[src/rtl/cpu16_pkg.sv]
// cpu16_pkg: shared datapath constants and the MEM/WB write-back control
// bundle for the 16-bit pipelined core.
//   DATA_W       datapath width
//   ADDR_W       register address width (2**ADDR_W architectural registers)
//   WB_MEMTOREG  wb bundle bit selecting load data over the FU result
//   WB_REGWRITE  wb bundle bit requesting a register write
package cpu16_pkg;

  localparam int DATA_W = 16;
  localparam int ADDR_W = 3;

  localparam int WB_MEMTOREG = 1;
  localparam int WB_REGWRITE = 0;

  // MEM/WB write-back control: bit1 MemtoReg, bit0 regWrite
  typedef logic [1:0] wb_ctrl_t;

  // Register-write request decode shared by the write-back stage.
  function automatic logic wb_wants_write(input wb_ctrl_t wb);
    return wb[WB_REGWRITE];
  endfunction

  function automatic logic wb_selects_mem(input wb_ctrl_t wb);
    return wb[WB_MEMTOREG];
  endfunction

endpackage

[src/rtl/regfile_core.sv]
// regfile_core: architectural register storage, one synchronous write port,
// two asynchronous read ports. Register 0 reads as zero and ignores writes.
//   clk_i      clock, writes on posedge
//   rst_n      asynchronous active-low reset, clears every register
//   we_i       write enable
//   waddr_i    write address
//   wdata_i    write data
//   raddr_a_i  read port A address   -> rdata_a_o
//   raddr_b_i  read port B address   -> rdata_b_o
module regfile_core
  import cpu16_pkg::*;
#(
  parameter int DATA_W = cpu16_pkg::DATA_W,
  parameter int ADDR_W = cpu16_pkg::ADDR_W
) (
  input  logic              clk_i,
  input  logic              rst_n,
  input  logic              we_i,
  input  logic [ADDR_W-1:0] waddr_i,
  input  logic [DATA_W-1:0] wdata_i,
  input  logic [ADDR_W-1:0] raddr_a_i,
  input  logic [ADDR_W-1:0] raddr_b_i,
  output logic [DATA_W-1:0] rdata_a_o,
  output logic [DATA_W-1:0] rdata_b_o
);

  localparam int unsigned NREG = 2 ** ADDR_W;

  logic [DATA_W-1:0] regs [NREG];

  always_ff @(posedge clk_i or negedge rst_n) begin
    if (!rst_n) begin
      for (int unsigned i = 0; i < NREG; i++) begin
        regs[i] <= '0;
      end
    end else if (we_i && (waddr_i != '0)) begin
      regs[waddr_i] <= wdata_i;
    end
  end

  // r0 is forced to zero on the read side as well, so it stays constant
  // even if the write gate above is ever relaxed.
  always_comb begin
    rdata_a_o = '0;
    rdata_b_o = '0;
    if (raddr_a_i != '0) rdata_a_o = regs[raddr_a_i];
    if (raddr_b_i != '0) rdata_b_o = regs[raddr_b_i];
  end

endmodule

[src/rtl/wb_regfile.sv]
// wb_regfile: write-back stage plus architectural register file.
// Selects the write-back value from the MEM/WB bundle, commits it to the
// register file, serves two ID read ports with same-cycle write-through
// bypass, and exports the committed write for EX-stage forwarding.
//   clk_i, rst_n         clock / asynchronous active-low reset
//   wb_i                 MEM/WB control (bit1 MemtoReg, bit0 regWrite)
//   fu_result_i          FU/ALU result
//   mem_read_data_i      load data
//   rd_addr_i            destination register
//   rs_addr_i/rt_addr_i  read port addresses -> rs_data_o/rt_data_o
//   fwd_en_o/addr/data   effective write of this cycle for forwarding
//   retire_cnt_o         saturating count of committed register writes
module wb_regfile
  import cpu16_pkg::*;
#(
  parameter int DATA_W = cpu16_pkg::DATA_W,
  parameter int ADDR_W = cpu16_pkg::ADDR_W,
  parameter int CNT_W  = 16
) (
  input  logic              clk_i,
  input  logic              rst_n,
  input  logic [1:0]        wb_i,
  input  logic [DATA_W-1:0] fu_result_i,
  input  logic [DATA_W-1:0] mem_read_data_i,
  input  logic [ADDR_W-1:0] rd_addr_i,
  input  logic [ADDR_W-1:0] rs_addr_i,
  input  logic [ADDR_W-1:0] rt_addr_i,
  output logic [DATA_W-1:0] rs_data_o,
  output logic [DATA_W-1:0] rt_data_o,
  output logic              fwd_en_o,
  output logic [ADDR_W-1:0] fwd_addr_o,
  output logic [DATA_W-1:0] fwd_data_o,
  output logic [CNT_W-1:0]  retire_cnt_o
);

  wb_ctrl_t          wb_ctrl;
  logic              we;
  logic [DATA_W-1:0] wdata;
  logic [DATA_W-1:0] core_rs_data;
  logic [DATA_W-1:0] core_rt_data;
  logic [CNT_W-1:0]  retire_cnt;

  assign wb_ctrl = wb_i;

  // Write-back mux and effective enable; r0 writes are dropped here so they
  // neither reach storage nor bump the retire counter.
  always_comb begin
    wdata = wb_selects_mem(wb_ctrl) ? mem_read_data_i : fu_result_i;
    we    = wb_wants_write(wb_ctrl) && (rd_addr_i != '0);
  end

  regfile_core #(
    .DATA_W (DATA_W),
    .ADDR_W (ADDR_W)
  ) u_core (
    .clk_i     (clk_i),
    .rst_n     (rst_n),
    .we_i      (we),
    .waddr_i   (rd_addr_i),
    .wdata_i   (wdata),
    .raddr_a_i (rs_addr_i),
    .raddr_b_i (rt_addr_i),
    .rdata_a_o (core_rs_data),
    .rdata_b_o (core_rt_data)
  );

  // Write-through bypass: a read of the register being written this cycle
  // sees the new value before the edge. r0 never bypasses because we=0
  // whenever rd_addr_i is zero.
  always_comb begin
    rs_data_o = core_rs_data;
    rt_data_o = core_rt_data;
    if (we && (rs_addr_i == rd_addr_i)) rs_data_o = wdata;
    if (we && (rt_addr_i == rd_addr_i)) rt_data_o = wdata;
  end

  // Forwarding outputs follow the bundle unconditionally; consumers gate
  // on fwd_en_o.
  always_comb begin
    fwd_en_o   = we;
    fwd_addr_o = rd_addr_i;
    fwd_data_o = wdata;
  end

  always_ff @(posedge clk_i or negedge rst_n) begin
    if (!rst_n) begin
      retire_cnt <= '0;
    end else if (we && (retire_cnt != '1)) begin
      retire_cnt <= retire_cnt + 1'b1;
    end
  end

  assign retire_cnt_o = retire_cnt;

endmodule

[config.mk]
export PLATFORM = sky130hd
export DESIGN_NAME = wb_regfile
export DESIGN_NICKNAME = d
export VERILOG_FILES = /design/src/rtl/cpu16_pkg.sv /design/src/rtl/regfile_core.sv /design/src/rtl/wb_regfile.sv
export SDC_FILE = /design/constraint.sdc
export NUM_CORES = 1
export LEC_CHECK = 0
export ABC_AREA = 1
export BUFFER_PORTS_ARGS = -buffer_cell sky130_fd_sc_hd__buf_2
export CAP_MARGIN = 10
export CORE_UTILIZATION = 45
export DETAILED_ROUTE_END_ITERATION = 10
export HOLD_SLACK_MARGIN = 0.06
export PLACE_DENSITY = 0.65
export SLEW_MARGIN = 20
export SYNTH_ARGS = -nofsm -noshare
export SYNTH_HDL_FRONTEND = slang
export SYNTH_SLANG_ARGS = --single-unit
[constraint.sdc]
create_clock -name clk_i -period 1.7 [get_ports clk_i]
set_input_delay 0 -clock clk_i [delete_from_list [all_inputs] [get_ports clk_i]]
set_output_delay 0 -clock clk_i [all_outputs]
set_load 0.02 [all_outputs]
-- Word-level counts from Yosys, hierarchy flattened
Index checks and enable logic that the tools add are counted.
- reduce and logical (&&, ||, !) cells: 9
- mux-type cells: 14
- $mul: 0
- magnitude comparators: 4
- bitwise operators: 3
- shifts and indexed selects: 0
- div/mod/pow operators: 0
- add/sub/neg operators: 1
- eq/ne operators: 3
- operators by type and width (operator ; number):
    $mux 16 ; 10
    $bwmux 128 ; 1
    $bmux 16 s3 ; 2
    $demux 16 s3 ; 1
    $add 16x1->16 const B ; 1
    $ne 16x16->1 const B ; 1
    $ge 4x4->1 const B ; 3
    $not 3->4 ; 3
    $reduce_bool 3->1 ; 3
    $eq 3x3->1 ; 2
    $logic_and 1x1->1 ; 6
    $lt 4x1->1 const B ; 1
- output and inout bits: 68
- flip-flop bits (word level): 144
- logic and storage cells: 43
- memories kept: 0
- input bits: 45
- bits in writable memories: 0
- memory bits (read-only): 0
- latch bits: 0

-- Depth between registers and ports, before layout
Gate-level depths: netlist of the first run.
- word-level depth: 6
- depth in mapped cells: 10
- gate-level depth less buffers: 9

-- Modules after synthesis
Synthesis of the first run repeated with hierarchy kept, for this count alone.
- cell total of the unflattened synthesis: 1468
- area total of the unflattened synthesis: 9416.5 um^2
- by module, submodules not included (module ; area each (um^2) ; cells an instance ; instances ; seq. area each (um^2)):
    regfile_core ; 7572.3 ; 1150 ; 1 ; 3203.1
    wb_regfile ; 1844.3 ; 318 ; 1 ; 400.4

-- Worst setup path before layout of the first run
OpenSTA, ideal clock, no wires.
- path kind: reg2reg
- from: register retire_cnt[0] (netlist: retire_cnt_o[0])
- to: register retire_cnt[8] (netlist: retire_cnt_o[8])
- path slack: 0.087 ns
- path buffers: 1
- required time: 1.573 ns
- arrival: 1.486 ns
- stages on the path, launching flop included: 10
- setup time: 0.127 ns
- period minus slack after synthesis: 1.613 ns
- cells stage by stage: dfrtp_1 > ha_1 > nand2_1 > nor2_1 > nand3_1 > nand2_2 > nand2_2 > buf_4 > nand2_1 > o21ai_0
- longest elaborated chain between the ends: 2
- elaborated cells on any way between the ends: 3
- classes of those cells: add/sub (1); eq/ne (1); reduce/logical (1)
- ends and longest elaborated chain (what ; line ; text):
    from (decl) ; wb_regfile.sv:41 ; logic [CNT_W-1:0] retire_cnt;
    from (signal assigned) ; wb_regfile.sv:89 ; retire_cnt <= retire_cnt + 1'b1;
    branches (longest 2 deep; another with $add 16x1->16) ; - ;
Several ways; the timed one is not identified.
A chain may end at the register's enable or synchronous reset.

-- Worst setup path in the final report of the first run
- from: register u_core.regs[36] (netlist name)
- to: output rs_data_o[4]
- longest elaborated chain between the ends: 5
- ends and longest elaborated chain (what ; line ; text):
    from (decl) ; regfile_core.sv:29 ; logic [DATA_W-1:0] regs [NREG];
    from (signal, indexed assignment) ; regfile_core.sv:37 ; regs[waddr_i] <= wdata_i;
    $bmux 16 s3 ; regfile_core.sv:46 ; if (raddr_a_i != '0) rdata_a_o = regs[raddr_a_i];
    $mux 16 (implied by the code) (2 in a row) ; regfile_core.sv:46 ;
    $mux 16 ; regfile_core.sv:46 ;
    $mux 16 ; wb_regfile.sv:73 ; if (we && (rs_addr_i == rd_addr_i)) rs_data_o = wdata;
    to (decl) ; wb_regfile.sv:28 ; output logic [DATA_W-1:0] rs_data_o,
Every way passes these cells. The select of a mux whose other input is x is not followed.

==> results of run 1 <==
## path summary, 6_finish.rpt
kind	endpoint	depth (start not counted)	slack (ns)	start
max	rs_data_o[4]	9	0.13	u_core.regs[36]
min reg2reg	u_core.regs[121]	0	0.38	u_core.regs[121]
max in group asynchronous	u_core.regs[70]	3	1.01	rst_n
min	retire_cnt_o[1]	2	0.09	rst_n
max reg2reg	retire_cnt_o[14]	8	0.19	retire_cnt_o[1]
min in group clk_i	u_core.regs[62]	4	0.10	fu_result_i[14]
## metrics by stage
step / utilization, % / power (uW) / cell area, um^2 / setup WS (ns)
final: 54.09 / 11790 / 10560 / 0.1305
after global routing: 54.08 / 12500 / 10560 / 0.01096
after CTS: 54.05 / 11830 / 10550 / 0.1370
after detailed placement: 50.65 / 7637 / 9889 / 0.1373
after global placement: 50.65 / 7566 / 9889 / 0.1692
after floorplan: - / 6596 / 9010 / 0.08722
## placed cells by master, fill, tap and decap left out, drive strengths merged
master,n
buf,155
xor2,7
nand2,698
dlygate4sd3,1
o21ai,122
mux2,16
clkinvlp,1
inv,152
nor3,3
bufinv,5
nand3,143
diode,1
xnor2,1
nor2,29
dfrtp,144
nand4,5
ha,1
clkinv,7
clkbuf,19
## routing by layer
metal / up-vias / wire, um
met5: - / 0
met4: 0 / 733
met3: 54 / 2165
met2: 404 / 13170
met1: 4058 / 12320
li1: 4481 / -
## final cells by class
type	instances	share of cell area (%)
diodes	1	0.02369
clock buffers	19	4.194
clock inverters	13	2.002
inverters	152	5.402
multi-input cells	1025	41.89
flip-flops and latches	144	34.12
well taps	265	3.139
repair buffers	156	9.229
## registers in the layout, indices dropped and copies added, names as in the netlist
signal / cells
retire_cnt_o: 16
u_core.regs: 128
## power breakdown
| group | switching (uW) | internal, uW | total (uW) |
|---|---|---|---|
| Sequential | 258 | 4080 | 4340 |
| Combinational | 2230 | 1050 | 3280 |
| Clock | 1520 | 2650 | 4170 |
| Total | 4010 | 7780 | 11800 |
## timing repair
item / 4_1_cts / 5_1_grt
hold buffers: 1 / 0
endpoints found under the setup margin: 0 / 6
hold endpoints to repair: 144 / 0
gates resized for setup: 0 / 1
## kinds of logic after synthesis
| logic type | share of synthesized area, % |
|---|---|
| AO/OA/AOI/OAI | 6.777 |
| XOR/XNOR | 0.7777 |
| adder cells (fa/ha/maj) | 0.1388 |
| buffers and inverters | 11.18 |
| flip-flops | 39.99 |
| multiplexers | 2.000 |
| AND/OR/NAND/NOR | 39.13 |
==> results.py, run 1 <==
metrics = {
    "route": {
        "wl_per_cell_um": 16.00,
        "route.detailed.drc": 0,
        "via_per_inst": 5.069,
        "firstDrtPassIters": 8,
        "antenna_left": 0,
        "drt-initial-drc-count": 810,
        "wirelength_mm": 28.40,
        "vias": 8997,
    },
    "worst_setup_path": {
        "slowest_stage": "dfrtp_1",
        "cpPeakStageDelay_ns": 0.35,
        "worst-path-buf-inv": 2,
        "cp.required_ns": 1.70,
        "cp_top_family": "simple AND/OR/NAND/NOR gates",
        "cp_cell_sequence": "inv_1 -> nand2_1 -> nand3_1 -> nand2_1 -> nand2_1 -> nand2_1 -> nand2_1 -> nand2_1 -> buf_2",
        "crit_top_cell": "nand2_1",
        "crit_path_start_kind": "register",
        "endpoint_kind": "primary output",
        "cp_max_fo": 3,
        "crit_type": "reg2out",
        "cp.arrival_ns": 1.57,
    },
    "synth": {
        "yosysTopAreaCellShare_pct": 39.99,
        "netlist-cell-type-count": 20,
        "async_flop_share_pct": 100.0,
        "synth_cells": 1417,
        "syn_avg_cell_area_um2": 6.358,
        "synthTopCellsByArea": "dfrtp_1 (40%), nand2_1 (29%), nand3_1 (7.9%), o21ai_0 (6.7%), inv_1 (6.2%)",
        "synth.cell_area_mm2": 0.009010,
        "yosysMostFrequentCell": "nand2_1",
        "synthFlopType": "dfrtp_1",
        "synth_edf_count": 0,
        "synth_nets": 1463,
        "yosys_register_bits": 144,
        "yosys-top-cells-count": "nand2_1 (696), inv_1 (148), dfrtp_1 (144)",
        "yosysTopAreaCell": "dfrtp_1",
        "ys_warn_count": 0,
        "ys_seq_area_share_pct": 39.99,
    },
    "placed_design": {
        "place_inst": 1741,
        "port_buffers": 112,
        "post-dp-hpwl_mm": 18.53,
        "gp_congestion": 0.8659,
    },
    "global_routing": {
        "gr-usage-met2_pct": 47.37,
        "grt_pass1_vias": 8337,
        "gr-max-usage-layer": "met2",
        "grtUsageMet3_pct": 5.465,
        "gr-total-overflow": 0,
        "grt_first_pass_wirelength_mm": 44.86,
        "antenna_found_initial": 0,
        "grt.met1_usage_pct": 38.77,
        "grt_usage_pct": 29.02,
        "grt_max_degree": 66,
    },
    "floorplanning": {
        "io_pins": 113,
        "core-area_mm2": 0.01953,
        "dieArea_mm2": 0.02059,
        "start_util_pct": 46.14,
        "die_width_um": 143.5,
        "rows": 51,
        "die_h_um": 143.5,
    },
    "job": {
        "cap_violations": 0,
    },
    "clock_tree": {
        "cts.sinks": 144,
        "tritoncts": "yes",
        "cts_buffers": 17,
        "cts_max_level": 4,
        "post_cts_buffers": 0,
        "clock_path_buffers": 2,
        "cts-root-buf": "clkbuf_16",
        "clk_latency_ns": 0.42,
        "clk_pin_slew_ns": 0.06,
    },
    "timing": {
        "min_period_over_period_pct": 92.32,
        "finalHoldViolCount": 0,
        "slew_headroom_pct": 65.30,
        "setup_viol": 0,
        "period_needed_ns": 1.569,
        "drv_slew": 0,
        "finalSetupTns_ns": 0,
        "tightest_slew_ns": 0.5205,
        "holdWs_ns": 0.09379,
        "max_freq_mhz": 637.1,
        "clock_skew_ns": 0.005488,
        "rsz0062_at_grt": "false",
    },
    "power_and_ir_drop": {
        "p_leak_uw": 0.005733,
        "p_per_area_mw_per_mm2": 1116,
        "ir_drop_uv": 804.9,
    },
    "cells_and_area": {
        "multi_input_area_mm2": 0.004424,
        "nNetsFinal": 1542,
        "instances_no_fill": 1775,
        "drive_gt1_share_pct": 14.65,
        "regArea_mm2": 0.003603,
        "fill_cells": 1927,
        "layout-area-overhead-vs-synth_pct": 17.22,
    },
    "hold_path": {
        "hold_class": "in2async",
    },
    "outcome": {
        "status": "finished clean",
    },
}
Note: power is estimated with default switching activity, not from simulation.
==> inputs of run 2 (changes only) <==
- CELL_PAD_IN_SITES_DETAIL_PLACEMENT: not set -> 0
- CELL_PAD_IN_SITES_GLOBAL_PLACEMENT: not set -> 1
- CORE_UTILIZATION: 45 -> 41
- GPL_TIMING_DRIVEN: not set -> 0
- PLACE_DENSITY: 0.65 -> 0.81
==> results.py, run 2 (synthesis results as in run 1) <==
metrics = {
    "outcome": {
        "status": "finished clean",
    },
    "placed_design": {
        "gp_congestion": 0.8697,
        "port_buffers": 107,
        "dpl_cell_area_mm2": 0.009927,
        "post-dp-hpwl_mm": 22.77,
    },
    "worst_setup_path": {
        "cp_max_fo": 10,
        "r2r_cells": 9,
        "endpoint_kind": "primary output",
        "cp.arrival_ns": 1.65,
        "cp.required_ns": 1.70,
        "crit_path_start_kind": "input pin",
        "crit_type": "in2out",
    },
    "cells_and_area": {
        "largest_reg_flops": 128,
        "fin_area_mm2": 0.01057,
        "final_cell_mix": "nand2_1 (695), inv_1 (148), buf_2 (146)",
        "diodes": 0,
        "layout-area-overhead-vs-synth_pct": 17.29,
        "finish.utilization_pct": 49.64,
        "drive_gt1_share_pct": 14.05,
        "nNetsFinal": 1593,
        "final_common_cell": "nand2_1",
        "top_register": "u_core.regs",
    },
    "timing": {
        "setup_viol": 0,
        "clock_skew_ns": 0.01189,
        "rsz0062_at_grt": "false",
        "slew_headroom_pct": 50.03,
        "period_needed_ns": 1.650,
        "max_freq_mhz": 605.9,
        "min_period_over_period_pct": 97.08,
        "tightest_slew_ns": 0.7495,
        "drv_slew": 0,
        "finalHoldViolCount": 0,
    },
    "floorplanning": {
        "start_util_pct": 42.33,
        "io_pins": 113,
        "die_h_um": 150.2,
        "die_width_um": 150.2,
        "rows": 53,
        "core-area_mm2": 0.02129,
        "dieArea_mm2": 0.02257,
    },
    "global_routing": {
        "grt_first_pass_wirelength_mm": 47.78,
        "grt_usage_pct": 28.27,
        "gr-total-overflow": 0,
        "grt_pass1_vias": 8409,
        "antenna_found_initial": 0,
        "grt_max_degree": 93,
    },
    "route": {
        "vias": 9165,
        "wl_per_cell_um": 16.89,
        "route.detailed.drc": 0,
        "drt-initial-drc-count": 711,
        "firstDrtPassIters": 6,
        "wirelength_mm": 30.97,
        "antenna_left": 0,
        "via_per_inst": 4.997,
    },
    "clock_tree": {
        "clock_path_buffers": 2,
        "cts-root-buf": "clkbuf_16",
        "cts_buffers": 17,
        "cts_max_level": 4,
        "clk_latency_ns": 0.44,
        "cts.sinks": 144,
        "clk_pin_slew_ns": 0.07,
        "tritoncts": "yes",
    },
    "power_and_ir_drop": {
        "p_leak_uw": 0.005724,
        "p_per_area_mw_per_mm2": 1101,
        "ir_drop_uv": 621.3,
    },
    "job": {
        "cap_violations": 0,
    },
    "hold_path": {
        "hold_class": "in2async",
    },
}
-- run 2: where the power goes --
part,switching [uW],internal [uW]
Sequential,254,4080
Clock,1570,2340
Combinational,2340,1050
-- run 2: worst paths after layout --
| kind | start | to | slack, ns |
|---|---|---|---|
| max | rs_addr_i[1] | rs_data_o[12] | 0.05 |
| min in group clk_i | rd_addr_i[1] | u_core.regs[111] | 0.08 |
| max in group asynchronous | rst_n | u_core.regs[113] | 0.80 |
| max reg2reg | retire_cnt_o[1] | retire_cnt_o[8] | 0.11 |
| min | rst_n | retire_cnt_o[8] | 0.07 |
| min reg2reg | u_core.regs[122] | u_core.regs[122] | 0.45 |
-- run 2: layer usage --
| metal | global-route usage, % | wire (um) | vias to the layer above |
|---|---|---|---|
| met3 | 5.303 | 2148 | 34 |
| met2 | 45.19 | 14380 | 316 |
| met1 | 39.15 | 14080 | 4224 |
| met5 | 0 | 0 | - |
| met4 | 7.374 | 364 | 0 |
| li1 | - | - | 4591 |
-- run 2: what timing repair did --
item / in CTS / in global routing
setup endpoints to repair: 15 / 20
buffers inserted: 1 / 1
endpoints found under the hold margin: 144 / 0
hold buffers: 1 / 0
resized for setup: 2 / 6
cloned: 0 / 0
-- run 2: stage by stage --
step                TNS (ns)  hold slack (ns)  worst slack [ns]  total power (uW)  instances
floorplan                  0          -0.2956           0.08722              6596       1417
global placement     -230.57           0.3897            -1.622              7630       1799
detailed placement   -0.6539         -0.05079          -0.08721              7710       1800
CTS                        0          0.06572           0.02369             11630       1833
global route               0           0.1138          0.007940             12270       1834
finish                     0          0.06657           0.04970             11630       1834
-- run 2: critical path, stage by stage --
cell      delay, ns
buf_2          0.17
inv_2          0.14
clkbuf_1       0.59
nand3_1        0.18
nand2_1        0.11
nand2_1        0.05
nand2_1        0.08
nand2_1        0.05
nand2_1        0.09
buf_2          0.18
-- run 2: layout make-up --
class / instances / area [um^2]
multi-input combinational: 1025 / 4409
tap: 275 / 344.1
sequential: 144 / 3605
buffer: 96 / 439.2
clock buffer: 18 / 439.2
timing repair buffer: 111 / 598.1
clock inverter: 13 / 162.7
inverter: 152 / 570.5
fill: 2189 / 10720
